$ cat src/rtl/mul_arbiter.sv
// Round-robin arbiter sharing one registered multiplier between two requesters.
// One operation in flight at a time: IDLE accepts, ISSUE fires the multiplier, WAIT returns the product.
module mul_arbiter #(
  parameter int unsigned WIDTH = 32
) (
  input  logic             clock,
  input  logic             reset,
  input  logic             req0,
  input  logic [WIDTH-1:0] req0_op1,
  input  logic [WIDTH-1:0] req0_op2,
  input  logic             req1,
  input  logic [WIDTH-1:0] req1_op1,
  input  logic [WIDTH-1:0] req1_op2,
  output logic             ack0,
  output logic             ack1,
  output logic             done0,
  output logic             done1,
  output logic [WIDTH-1:0] result0,
  output logic [WIDTH-1:0] result1,
  output logic             busy,
  output logic             mul_enable,
  output logic [WIDTH-1:0] mul_op1,
  output logic [WIDTH-1:0] mul_op2,
  input  logic [WIDTH-1:0] mul_result
);

  typedef enum logic [1:0] {
    IDLE  = 2'd0,
    ISSUE = 2'd1,
    WAIT  = 2'd2
  } state_e;

  state_e           state_q;
  logic             owner_q;
  logic             last_q;
  logic [WIDTH-1:0] opa_q;
  logic [WIDTH-1:0] opb_q;
  logic             grant_d;

  // On a tie the port that did not finish last wins
  always_comb begin
    grant_d = req1;
    if (req0 && req1) begin
      grant_d = ~last_q;
    end
  end

  // Latched operands stay on the multiplier bus; it ignores them while enable is low
  assign mul_op1 = opa_q;
  assign mul_op2 = opb_q;

  always_ff @(posedge clock or posedge reset) begin
    if (reset) begin
      state_q    <= IDLE;
      owner_q    <= 1'b0;
      last_q     <= 1'b1;
      opa_q      <= '0;
      opb_q      <= '0;
      ack0       <= 1'b0;
      ack1       <= 1'b0;
      done0      <= 1'b0;
      done1      <= 1'b0;
      result0    <= '0;
      result1    <= '0;
      busy       <= 1'b0;
      mul_enable <= 1'b0;
    end else begin
      ack0  <= 1'b0;
      ack1  <= 1'b0;
      done0 <= 1'b0;
      done1 <= 1'b0;
      case (state_q)
        IDLE: begin
          if (req0 || req1) begin
            owner_q    <= grant_d;
            opa_q      <= grant_d ? req1_op1 : req0_op1;
            opb_q      <= grant_d ? req1_op2 : req0_op2;
            ack0       <= ~grant_d;
            ack1       <= grant_d;
            busy       <= 1'b1;
            mul_enable <= 1'b1;
            state_q    <= ISSUE;
          end
        end
        ISSUE: begin
          mul_enable <= 1'b0;
          state_q    <= WAIT;
        end
        WAIT: begin
          if (owner_q) begin
            result1 <= mul_result;
            done1   <= 1'b1;
          end else begin
            result0 <= mul_result;
            done0   <= 1'b1;
          end
          last_q  <= owner_q;
          busy    <= 1'b0;
          state_q <= IDLE;
        end
        default: begin
          busy       <= 1'b0;
          mul_enable <= 1'b0;
          state_q    <= IDLE;
        end
      endcase
    end
  end

endmodule

$ cat config.mk
export PLATFORM = sky130hd
export DESIGN_NAME = mul_arbiter
export DESIGN_NICKNAME = d
export VERILOG_FILES = /design/src/rtl/mul_arbiter.sv
export SDC_FILE = /design/constraint.sdc
export NUM_CORES = 1
export LEC_CHECK = 0
export ABC_AREA = 0
export CORE_MARGIN = 2
export CORE_UTILIZATION = 44
export CTS_CLUSTER_SIZE = 12
export DETAILED_ROUTE_END_ITERATION = 16
export PLACE_DENSITY = 0.95
export SLEW_MARGIN = 20
export SYNTH_ARGS = -nofsm -noshare
export SYNTH_HDL_FRONTEND = slang
export SYNTH_SLANG_ARGS = --single-unit
$ cat constraint.sdc
create_clock -name clock -period 9.93 [get_ports clock]
set_input_delay 2.979 -clock clock [delete_from_list [all_inputs] [get_ports clock]]
set_output_delay 2.979 -clock clock [all_outputs]
set_load 0.02 [all_outputs]
==> results_tabular.tex <==
\begin{tabular}{lr}
\hline
Metric & Value \\
\hline
\multicolumn{2}{l}{\textbf{Logic synthesis}} \\
Cell area after synthesis & just over 6000 um2 \\
Largest area contributor in the synthesized netlist & sky130\_fd\_sc\_hd\_\_dfrtp\_1 \\
Mean cell area of the mapped netlist & approximately 17 um2 \\
Cell with the most instances after synthesis & sky130\_fd\_sc\_hd\_\_dfrtp\_1 \\
Number of flip-flops and latches in the synthesized netlist & 138 \\
Synth area leaders & sky130\_fd\_sc\_hd\_\_dfrtp\_1 56\%, sky130\_fd\_sc\_hd\_\_mux2\_2 23\%, sky130\_fd\_sc\_hd\_\_mux2\_4 17\% \\
Predominant post-synthesis flop cell & sky130\_fd\_sc\_hd\_\_dfrtp\_1 \\
Syn Inst Count & about 370 \\
Number of distinct standard cells referenced by the synthesized netlist & 20 \\
EDFF count, synth & 0 \\
Yosys warnings & 0 \\
Most frequent cells after synthesis & 137 x sky130\_fd\_sc\_hd\_\_dfrtp\_1, 124 x sky130\_fd\_sc\_hd\_\_mux2\_2, 68 x sky130\_fd\_sc\_hd\_\_mux2\_4, 10 x sky130\_fd\_sc\_hd\_\_buf\_2, 5 x sky130\_fd\_sc\_hd\_\_buf\_6 \\
Asr flop ratio synth & 100\% \\
Fraction of the yosys area taken by sequential cells & 56.5\% \\
Syn Nets & $\sim$530 \\
Proportion of netlist area held by the largest area contributor & a little under three fifths \\
\multicolumn{2}{l}{\textbf{STA}} \\
Share of the clock period used by the worst path & between 40\% and 50\% \\
Max Transition Viols Final & 0 \\
Max frequency & approximately 200 MHz \\
Number of failing hold endpoints at the final stage & 0 \\
Max\_slew headroom & a little over a quarter \\
Worst clock skew & a little over 9 ps \\
Setup repair after global routing missed its margin & false \\
Worst Max-Slew Pin Slew & around 1100 ps \\
Count of endpoints failing setup in the final report & 0 \\
Minimum period implied by the final worst setup slack & between 4000 and 5000 ps \\
Aggregate negative setup slack & 0 ps \\
\multicolumn{2}{l}{\textbf{Clocking}} \\
Clock-pin slew of the registers on the worst-case setup and hold paths & 60 ps \\
Setup fix buffers added after clock tree synthesis & 0 \\
Number of sinks on the clock net & between 100 and 150 \\
Clock latency on the worst-skew pair & around 420 ps \\
Maximum level of the CTS H-tree & 4 \\
CTS Root Buffer Type & sky130\_fd\_sc\_hd\_\_clkbuf\_16 \\
TritonCTS clock tree & done \\
Gates resized, CTS repair & 0 \\
Clock buffer count from CTS & 17 \\
Longest Clk Path Bufs & 2 \\
\# hold bufs at CTS & 0 \\
\multicolumn{2}{l}{\textbf{Placement}} \\
Standard cell area after detailed placement & between 9000 and 10000 um2 \\
Number of buffers added on ports & roughly 300 \\
Total half-perimeter wirelength after legalization and detailed placement & $\sim$12 mm \\
Routability Congestion & 0.746 \\
\multicolumn{2}{l}{\textbf{Detailed routing}} \\
Via-to-Cell Ratio & 5.03 \\
Routed WL per cell & between 15 and 20 um \\
ANT nets after route & 0 \\
Top routing layer in use & met4 \\
Met1 layer wirelength in the final routing & between 6 and 7 mm \\
Final wirelength & approximately 17 mm \\
Drt first-iter violations & approximately 190 \\
Number of detailed-routing iterations run before antenna repair & 4 \\
Via total after detailed routing & approximately 4300 \\
Post-route DRC violation count & 0 \\
Met2 wirelength from detailed routing & around 9.0 mm \\
Detailed route wirelength on metal3 & $\sim$1.4 mm \\
\multicolumn{2}{l}{\textbf{Worst hold path}} \\
Worst min-delay path class & register to register \\
\multicolumn{2}{l}{\textbf{Critical path}} \\
Path type of the worst setup path & input port to register \\
Setup crit start kind & input port \\
Crit. End Element & register \\
Worst EP required & 10230 ps \\
Slowest cell delay on critical path & approximately 770 ps \\
Worst path arrival time & approximately 5200 ps \\
Max FO, Critical Path & 66 \\
List of cells traversed by the critical path & clkdlybuf4s50\_1, a21bo\_4, buf\_4, mux2\_2, mux2\_2 \\
Crit path max-delay cell type & sky130\_fd\_sc\_hd\_\_buf\_4 \\
Cell repeated most along the worst path & sky130\_fd\_sc\_hd\_\_mux2\_2 \\
\multicolumn{2}{l}{\textbf{Floorplanning}} \\
Number of standard-cell rows in the floorplan & 43 \\
Area of the core & 13700 um2 \\
Y dimension of the die & roughly 120 um \\
Die Span X & 122 um \\
Total I/O pin count & roughly 300 \\
Die area & between 10000 and 15000 um2 \\
Effective utilization at floorplan & 44.5\% \\
\multicolumn{2}{l}{\textbf{Layout}} \\
ANT cells & 0 \\
Area growth from synthesis to layout & 61.5\% \\
Filler Cells Inserted & approximately 850 \\
Net count of the finished layout & 835 \\
Share of final-layout standard cells stronger than drive strength 1 & approximately a third \\
Final instance area & 9870 um2 \\
\multicolumn{2}{l}{\textbf{Global routing}} \\
Maximum number of pins on one net before global-route repair & 81 \\
Number of antenna violations at the first check in global routing & 0 \\
Wire length of the first global-routing pass & around 26 mm \\
Gr ovfl total & 0 \\
Vias in the first global route & between 4000 and 5000 \\
Total global-route track usage & 23.4\% \\
\multicolumn{2}{l}{\textbf{Run}} \\
Max cap viols & 0 \\
\multicolumn{2}{l}{\textbf{Pwr}} \\
P\_leak & between 4 and 5 nW \\
Pwr/cell area & 341 nW/um2 \\
Clock network fraction of total power & between 20\% and 30\% \\
Sequential share of power & between 30\% and 40\% \\
Sw Share & around a third \\
Internal Dissipation & between 2 and 2.5 mW \\
Comb pwr share & 49.3\% \\
Sw Pwr & $\sim$1.2 mW \\
VDD IR-drop max & around 0.22 mV \\
\multicolumn{2}{l}{\textbf{Status}} \\
Status & finished, final reports clean \\
\hline
\end{tabular}
[metal layers]
metal	GRT usage [%]	up-vias
li1	-	1923
met5	0	-
met2	41.7	219
met4	9.84	0
met1	25.1	2170
met3	8.47	37
[cell usage in the layout, fill, tap and decap left out, types with 2 or more instances in the layout]
master                            count
sky130_fd_sc_hd__o21ai_0              3
sky130_fd_sc_hd__clkbuf_16           17
sky130_fd_sc_hd__mux2_2             124
sky130_fd_sc_hd__inv_8                4
sky130_fd_sc_hd__dfrtp_1            137
sky130_fd_sc_hd__inv_1                3
sky130_fd_sc_hd__buf_4                5
sky130_fd_sc_hd__clkinvlp_4           2
sky130_fd_sc_hd__mux2_4              68
sky130_fd_sc_hd__nand2_1              2
sky130_fd_sc_hd__clkdlybuf4s50_1    297
sky130_fd_sc_hd__inv_6                6
sky130_fd_sc_hd__bufinv_16            3
[cell type report]
cell class,instances,area [um2],area share (%)
timing repair buffer,303,3030,30.7
clock buffer,17,425,4.31
inverter,5,25.0,0.254
multi-input combinational,206,2500,25.4
tap,180,225,2.28
clock inverter,15,203,2.05
sequential,138,3450,35.0
[power by group through the flow]
stage | Clock, mW | Combinational [mW] | Sequential (mW)
after global placement | 0 | 1.62 | 1.01
final | 0.676 | 1.66 | 1.03
after CTS | 0.690 | 1.68 | 1.03
after floorplan | 0 | 0.586 | 1.34
after global routing | 0.715 | 1.75 | 1.06
after detailed placement | 0 | 1.67 | 1.03
[critical path: cells and delay by family]
kind                   cells  cell delay [ps]
buffers and inverters      2             1280
multiplexers               2              700
AO/OA/AOI/OAI              1              130
[registers in the layout, summed over array words and instances, names as in the netlist]
name,count
mul_op1,32
done0,1
result1,32
result0,32
owner_q,1
ack0,1
busy,1
state_q,2
mul_op2,32
done1,1
ack1,1
mul_enable,1
last_q,1
[cell families (layout without fill, tap and decap cells)]
family                 after synthesis  after routing  share of synthesized area [%]
AO/OA/AOI/OAI                        5              5                          0.532
AND/OR/NAND/NOR                      9              9                          0.758
buffers and inverters               25            340                           2.60
flip-flops                         138            138                           56.5
multiplexers                       192            192                           39.6
[per-stage QoR]
stage	total power, mW	utilization [%]	std cells	hold slack, ps	setup WS (ps)
2_1_floorplan	1.93	-	369	439	3260
3_3_place_gp	2.63	67.2	831	468	4710
3_5_place_dp	2.69	67.2	831	485	4630
4_1_cts	3.40	71.8	863	496	5080
5_1_grt	3.52	71.9	864	520	5000
6_report	3.37	71.9	864	492	5050
[path summary, 6_finish.rpt]
path,from,end,slack (ps),cells past startpoint
worst min register to register,last_q,last_q,490,2
max in group asynchronous,reset,mul_op2[1],5790,4
worst max-delay path,req0,mul_op2[15],5050,5
worst max register to register,last_q,mul_op2[15],7570,4
min in group asynchronous,reset,result1[25],2990,2
worst min-delay path,last_q,last_q,490,2
Note: power is estimated with default switching activity, not from simulation.
